$ cat config.mk
export PLATFORM = sky130hd
export DESIGN_NAME = serial_subtractor
export DESIGN_NICKNAME = d
export VERILOG_FILES = /design/src/rtl/serial_subtractor.sv
export SDC_FILE = /design/constraint.sdc
export NUM_CORES = 1
export LEC_CHECK = 0
export CORE_ASPECT_RATIO = 1.2
export CORE_UTILIZATION = 46
export DETAILED_ROUTE_END_ITERATION = 8
export PLACE_DENSITY = 0.7
export SKIP_CTS_REPAIR_TIMING = 1
export SYNTH_ARGS = -nofsm -noshare
export SYNTH_HDL_FRONTEND = slang
export SYNTH_SLANG_ARGS = --single-unit
$ cat constraint.sdc
create_clock -name clk -period 1.4 [get_ports clk]
set_clock_uncertainty 0.1 [all_clocks]
set_input_delay 0.42 -clock clk [delete_from_list [all_inputs] [get_ports clk]]
set_output_delay 0.42 -clock clk [all_outputs]
set_load 0.02 [all_outputs]
$ cat src/rtl/serial_subtractor.sv
// -----------------------------------------------------------------------------
// serial_subtractor
//
// Bit-serial subtractor: computes a - b one bit per clock, LSB first, with a
// ripple borrow held in a flop between cycles. The result is a (WIDTH+1)-bit
// two's-complement value whose top bit is the final borrow (1 = negative).
// Operands are zero-extended, so every result fits and there is no overflow.
//
// Handshake: start is sampled on a rising edge while the block is idle or
// has just completed (DONE). An accepted start captures a/b. busy is high for
// the WIDTH cycles of computation. done pulses high for exactly one cycle in
// the cycle that diff has just been updated. A start seen while busy is
// dropped, not queued. Holding start high in DONE chains the next operation
// with no idle cycle in between.
//
// Ports:
//   clk    - system clock, rising-edge active
//   rst_n  - asynchronous active-low reset
//   start  - request a new subtraction
//   a      - minuend (unsigned), captured on the accepted start edge
//   b      - subtrahend (unsigned), captured on the accepted start edge
//   busy   - operation in progress
//   done   - one-cycle pulse: diff has just been updated
//   diff   - a - b, two's complement, diff[WIDTH] = borrow-out / sign
// -----------------------------------------------------------------------------
module serial_subtractor #(
    parameter int WIDTH = 4
) (
    input  logic             clk,
    input  logic             rst_n,
    input  logic             start,
    input  logic [WIDTH-1:0] a,
    input  logic [WIDTH-1:0] b,
    output logic             busy,
    output logic             done,
    output logic [WIDTH:0]   diff
);

    // A 1-bit counter is still needed for WIDTH = 1 so the compare is legal.
    localparam int CW = (WIDTH > 1) ? $clog2(WIDTH) : 1;
    localparam logic [CW-1:0] LAST_BIT = CW'(WIDTH - 1);

    typedef enum logic [1:0] {
        IDLE = 2'd0,
        RUN  = 2'd1,
        DONE = 2'd2
    } state_e;

    state_e           state_q;
    logic [WIDTH-1:0] sa_q;
    logic [WIDTH-1:0] sb_q;
    logic [WIDTH-1:0] res_q;
    logic             br_q;
    logic [CW-1:0]    cnt_q;
    logic             busy_q;
    logic             done_q;
    logic [WIDTH:0]   diff_q;

    // One full-subtractor slice working on the current LSBs.
    logic             bit_d;
    logic             br_d;
    logic [WIDTH-1:0] res_d;

    always_comb begin
        bit_d = sa_q[0] ^ sb_q[0] ^ br_q;
        br_d  = (~sa_q[0] & sb_q[0]) | (~(sa_q[0] ^ sb_q[0]) & br_q);
        // Each new bit enters at the MSB; after WIDTH shifts the first bit
        // computed has reached position 0, so the result is in normal order.
        res_d = (res_q >> 1) | (WIDTH'(bit_d) << (WIDTH - 1));
    end

    always_ff @(posedge clk or negedge rst_n) begin
        if (!rst_n) begin
            state_q <= IDLE;
            sa_q    <= '0;
            sb_q    <= '0;
            res_q   <= '0;
            br_q    <= 1'b0;
            cnt_q   <= '0;
            busy_q  <= 1'b0;
            done_q  <= 1'b0;
            diff_q  <= '0;
        end else begin
            case (state_q)
                IDLE: begin
                    busy_q <= 1'b0;
                    done_q <= 1'b0;
                    if (start) begin
                        sa_q    <= a;
                        sb_q    <= b;
                        res_q   <= '0;
                        br_q    <= 1'b0;
                        cnt_q   <= '0;
                        busy_q  <= 1'b1;
                        state_q <= RUN;
                    end
                end

                RUN: begin
                    // start is deliberately not looked at here.
                    sa_q  <= sa_q >> 1;
                    sb_q  <= sb_q >> 1;
                    res_q <= res_d;
                    br_q  <= br_d;
                    cnt_q <= cnt_q + 1'b1;
                    if (cnt_q == LAST_BIT) begin
                        diff_q  <= {br_d, res_d};
                        busy_q  <= 1'b0;
                        done_q  <= 1'b1;
                        state_q <= DONE;
                    end
                end

                DONE: begin
                    done_q <= 1'b0;
                    if (start) begin
                        // Back-to-back: skip IDLE entirely.
                        sa_q    <= a;
                        sb_q    <= b;
                        res_q   <= '0;
                        br_q    <= 1'b0;
                        cnt_q   <= '0;
                        busy_q  <= 1'b1;
                        state_q <= RUN;
                    end else begin
                        busy_q  <= 1'b0;
                        state_q <= IDLE;
                    end
                end

                default: begin
                    busy_q  <= 1'b0;
                    done_q  <= 1'b0;
                    state_q <= IDLE;
                end
            endcase
        end
    end

    assign busy = busy_q;
    assign done = done_q;
    assign diff = diff_q;

endmodule

==> results_dict.tcl, run 1 <==
set metrics [dict create \
    cap_violations 0 \
    timing.final.crit_share_pct 108 \
    vias 794 \
    insertion_delay_ns 0.30 \
    num-fill-cells 199 \
    cts.path.max_buffers 2 \
    hold_path_class "in2async" \
    portBuffers 17 \
    r2r-end "res_q[3]" \
    core_area_sq_um 2280 \
    violations "negative setup slack" \
    drv_slew 0 \
    die_w_microns 47.0 \
    cts_tree "built" \
    drt-total-wl_microns 1950 \
    setup.worst_path.class "reg2reg" \
    ir_drop_mv 1.08 \
    grt_pass1_vias 733 \
    diodes 0 \
    rrSetupSlack_ns -0.12 \
    synth_seq_cells 23 \
    synth.distinct_cells 24 \
    dp_slack_ns -0.264 \
    post-route-drc-count 0 \
    crit_required_ns 1.50 \
    finalHoldWorstSlack_ns 0.355 \
    power_density_nw_per_um2 2060 \
    drt-initial-drc-count 14 \
    ys_seq_area_share_pct 51.5 \
    r2r_cells 5 \
    via_per_inst 5.09 \
    syn_nets 111 \
    setup_violations 1 \
    cts_max_level 1 \
    ant_nets 0 \
    final_cell_mix "dfrtp_1 (22), clkdlybuf4s50_1 (10), buf_4 (10), mux2i_1 (7)" \
    final_common_cell "dfrtp_1" \
    worstMarginPinSlew_ns 0.405 \
    ys_warn_count 0 \
    drive_gt1_share_pct 27.2 \
    areaGrowthSynthToFinish_pct 28.3 \
    grt_pass1_wl_microns 3220 \
    numCtsBuffers 3 \
    crit_fanout 2 \
    io_pins 18 \
    syn_avg_cell_area_sq_um 11.4 \
    clockRootBuffer "clkbuf_4" \
    gp_congestion 0.748 \
    grt_max_degree 24 \
    cp-end-kind "flop" \
    crit_arrival_ns 1.62 \
    period_minus_slack_ns 1.52 \
    fin_nets 139 \
    slew_headroom_pct 73.0 \
    startpoint "br_q" \
    rsz0062_at_grt "yes" \
    wl_per_cell_microns 12.5 \
    leakage_nw 0.657 \
    syn-instance-count 98 \
    grt_overflow 0 \
    instances_no_fill 156 \
    cts.reportedPaths.clkPinSlew_ns 0.12 \
    grt_usage_pct 16.9 \
    firstDrtPassIters 4 \
    fin_ws_ns -0.118 \
    syn_area_sq_um 1120 \
    max_freq_ghz 0.659 \
    rows 19 \
    crit_path_start_kind "flop" \
    cts.sinks 23 \
    die-height_microns 56.0 \
    dp.cells 150 \
    reg2reg_from "br_q" \
    status "complete, but fails checks" \
    report.final.hold_viol_count 0 \
    start_util_pct 49.0 \
    fin_util_pct 62.8 \
    dieArea_sq_um 2630 \
    antenna_found_initial 0 \
]
cell type report:
cell class	count	area [sq um]	share of cell area, %
Sequential cell	23	577	40.2
Multi-Input combinational cell	63	482	33.6
Timing Repair Buffer	29	288	20.1
Tap cell	31	38.8	2.71
Clock buffer	4	26.3	1.83
Inverter	6	22.5	1.57
registers in the layout (all words and copies together), names as in the netlist:
name / count
br_q: 1
busy: 1
cnt_q: 2
diff: 5
done: 1
res_q: 3
sa_q: 4
sb_q: 4
state_q: 2
per-stage QoR:
stage	power, mW	area (sq um)	TNS, ns
after floorplan	2.14	1120	-0.0612
after global placement	2.58	1390	-2.80
after detailed placement	2.64	1390	-3.19
after CTS	2.95	1420	-2.96
after global routing	3.20	1430	-0.416
final	2.96	1430	-0.118
cells by family (layout without fill, tap and decap cells):
family,count (synthesis),count (layout),synth area share [%]
compound gates,23,23,13.0
xor+xnor,1,1,0.784
fa+ha+maj,2,2,2.91
buf+inv,12,39,5.71
flops,23,23,51.5
mux,15,15,14.7
simple gates,22,22,11.4
worst max-delay path, stage by stage, from the launching register on:
cell and delay [ns]:
dfrtp_1 0.42, inv_2 0.06, fa_1 0.43, mux2_4 0.28, nand2_1 0.06, o21ai_1 0.06
power by group:
group | switching (mW) | leakage (nW) | internal [mW]
Clock | 0.187 | 0.0150 | 0.111
Sequential | 0.270 | 0.287 | 0.960
Combinational | 0.608 | 0.355 | 0.819
Total | 1.07 | 0.657 | 1.89
synth_stat cells:
master | instances | area [sq um]
a211oi_1 | 5 | 37.5
a21oi_1 | 5 | 25.0
a22o_1 | 3 | 26.3
buf_2 | 3 | 15.0
buf_4 | 2 | 15.0
buf_6 | 1 | 11.3
dfrtp_1 | 23 | 576
fa_1 | 1 | 20.0
ha_1 | 1 | 12.5
inv_1 | 6 | 22.5
mux2_2 | 7 | 78.8
mux2_4 | 1 | 15.0
mux2i_1 | 7 | 70.1
nand2_1 | 5 | 18.8
nand2b_1 | 5 | 31.3
nand3_1 | 3 | 15.0
nand3b_4 | 1 | 20.0
nor2_1 | 3 | 11.3
nor2b_1 | 5 | 31.3
o21ai_0 | 6 | 30.0
o21ai_1 | 2 | 10.0
o221ai_1 | 1 | 8.76
o31ai_1 | 1 | 7.51
xnor2_1 | 1 | 8.76
how the worst max path moves through the flow:
stage	endpoint	slack (ns)	cells past startpoint
3_5_place_dp	sb_q[1]	-0.26	5
4_1_cts	diff[4]	-0.41	1
5_1_grt	res_q[3]	-0.18	5
2_1_floorplan	res_q[3]	-0.06	5
3_3_place_gp	sb_q[2]	-0.21	5
6_report	res_q[3]	-0.12	5
routing by layer:
layer / global-route usage [%] / vias to the layer above / share of wire, %
li1: - / 394 / -
met1: 21.8 / 383 / 47
met2: 27.0 / 13 / 50
met3: 2.92 / 4 / 2.3
met4: 7.35 / 0 / 1.5
met5: 0 / - / 0
Note: power is estimated with default switching activity, not from simulation.
==> run 2, diff against run 1 <==
--- a/config.mk
+++ b/config.mk
@@ -5,9 +5,11 @@
 export SDC_FILE = /design/constraint.sdc
 export NUM_CORES = 1
 export LEC_CHECK = 0
+export ABC_CLOCK_PERIOD_IN_PS = 1400
 export CORE_ASPECT_RATIO = 1.2
 export CORE_UTILIZATION = 46
 export DETAILED_ROUTE_END_ITERATION = 8
+export GPL_ROUTABILITY_DRIVEN = 0
 export PLACE_DENSITY = 0.7
 export SKIP_CTS_REPAIR_TIMING = 1
 export SYNTH_ARGS = -nofsm -noshare
==> results of run 2 <==
Same layout as run 1: the final DEF is identical, and so are final timing and power.
==> run 3, diff against run 2 <==
--- a/config.mk
+++ b/config.mk
@@ -5,7 +5,7 @@
 export SDC_FILE = /design/constraint.sdc
 export NUM_CORES = 1
 export LEC_CHECK = 0
-export ABC_CLOCK_PERIOD_IN_PS = 1400
+export ABC_CLOCK_PERIOD_IN_PS = 1300
 export CORE_ASPECT_RATIO = 1.2
 export CORE_UTILIZATION = 46
 export DETAILED_ROUTE_END_ITERATION = 8
==> constraint.sdc (replaced) <==
create_clock -name clk -period 1.3 [get_ports clk]
set_clock_uncertainty 0.1 [all_clocks]
set_input_delay 0.39 -clock clk [delete_from_list [all_inputs] [get_ports clk]]
set_output_delay 0.39 -clock clk [all_outputs]
set_load 0.02 [all_outputs]
==> results_dict.tcl, run 3 (same netlist as run 1, synthesis figures left out) <==
set metrics [dict create \
    rrSetupSlack_ns -0.21 \
    reg2reg_from "br_q" \
    crit_required_ns 1.41 \
    die_w_microns 47.0 \
    cts.path.max_buffers 2 \
    start_util_pct 49.0 \
    cp_cell_sequence "inv_2 -> fa_2 -> mux2_4 -> nand2_1 -> o21ai_1" \
    grt_max_degree 24 \
    crit_path_start_kind "flop" \
    grt_pass1_wl_microns 3220 \
    fin_util_pct 66.8 \
    final_common_cell "dfrtp_1" \
    dp_hpwl_microns 1390 \
    clockRootBuffer "clkbuf_4" \
    vias 825 \
    setup_violations 12 \
    drv_slew 0 \
    finalHoldWorstSlack_ns 0.317 \
    violations "negative setup slack" \
    hold_path_class "in2async" \
    crit_slowest_cell "fa_2" \
    firstDrtPassIters 2 \
    post-route-drc-count 0 \
    timing.final.crit_share_pct 116 \
    slew_headroom_pct 80.3 \
    dp_slack_ns -0.366 \
    rows 19 \
    max_freq_ghz 0.662 \
    fin_nets 147 \
    diodes 0 \
    numCtsBuffers 3 \
    ant_nets 0 \
    cp_slowest_stage_delay_ns 0.45 \
    dieArea_sq_um 2630 \
    crit_fanout 2 \
    leakage_nw 0.700 \
    io_pins 18 \
    cts.sinks 23 \
    crit_arrival_ns 1.62 \
    die-height_microns 56.0 \
    r2r-end "res_q[3]" \
    core_area_sq_um 2280 \
    status "complete, but fails checks" \
    power_density_nw_per_um2 2250 \
    via_per_inst 5.03 \
    areaGrowthSynthToFinish_pct 36.5 \
    wl_per_cell_microns 12.4 \
    rsz0062_at_grt "yes" \
    portBuffers 17 \
    drive_gt1_share_pct 33.1 \
    grt_usage_pct 17.3 \
    cts.reportedPaths.clkPinSlew_ns 0.11 \
    grt_pass1_vias 736 \
    drt-total-wl_microns 2030 \
    cp-end-kind "flop" \
    r2r_cells 5 \
    report.final.hold_viol_count 0 \
    setup.worst_path.class "reg2reg" \
    cts_tree "built" \
    grt_overflow 0 \
    largest_reg_flops 5 \
    cap_violations 0 \
    cts_max_level 1 \
    final_cell_mix "dfrtp_1 (22), buf_4 (16), clkdlybuf4s50_1 (10), mux2i_1 (7), buf_6 (7)" \
    drt-initial-drc-count 14 \
    period_minus_slack_ns 1.51 \
    fin_ws_ns -0.211 \
    antenna_found_initial 0 \
    insertion_delay_ns 0.30 \
    worstMarginPinSlew_ns 0.296 \
    ir_drop_mv 1.25 \
]
==> run 3: cell types whose count changed in the layout (fill, tap and decap cells not counted), sizes merged <==
cell and delta:
clkbuf -1, buf +9
==> run 3: worst max-delay path, delay by kind of cell, from the launching register on <==
family,cells,cell delay (ns)
AND/OR/NAND/NOR,1,0.05
flip-flops,1,0.42
adder cells (fa/ha/maj),1,0.45
multiplexers,1,0.28
AO/OA/AOI/OAI,1,0.05
buffers and inverters,1,0.07
==> run 3: area by class of cell <==
cell class	count	area, sq um
Clock buffer	4	26.3
Inverter	6	22.5
Multi-Input combinational cell	63	497
Timing Repair Buffer	37	364
Fill cell	184	757
Sequential cell	23	577
Tap cell	31	38.8
==> run 3: worst max path at each step <==
stage | slack, ns | end | from
6_report | -0.21 | res_q[3] | br_q
5_1_grt | -0.25 | res_q[3] | br_q
2_1_floorplan | -0.16 | res_q[3] | br_q
3_3_place_gp | -0.29 | sb_q[2] | start
4_1_cts | -0.49 | diff[4] | diff[4]
3_5_place_dp | -0.37 | sb_q[1] | start
==> run 3: per-stage QoR <==
step / cell area (sq um) / TNS (ns) / instances / power (mW)
finish: 1530 / -0.645 / 164 / 3.44
global route: 1530 / -1.50 / 164 / 3.71
CTS: 1440 / -4.18 / 157 / 3.24
detailed placement: 1410 / -5.41 / 153 / 2.92
global placement: 1410 / -4.57 / 153 / 2.84
floorplan: 1120 / -0.212 / 98 / 2.31
==> run 3: routing by layer <==
| layer | vias to the layer above | share of wire (%) | routed length, microns | GRT usage [%] |
|---|---|---|---|---|
| met1 | 397 | 42 | 861 | 22.1 |
| li1 | 411 | - | - | - |
| met2 | 13 | 53 | 1070 | 26.8 |
| met3 | 4 | 2.2 | 44 | 2.92 |
| met5 | - | 0 | 0 | 0 |
| met4 | 0 | 2.7 | 55 | 9.80 |
==> run 3: power breakdown <==
part | internal [mW] | switching, mW | leakage [nW]
logic | 1.06 | 0.737 | 0.398
clock network | 0.120 | 0.199 | 0.0150
registers | 1.03 | 0.283 | 0.287
total | 2.22 | 1.22 | 0.700
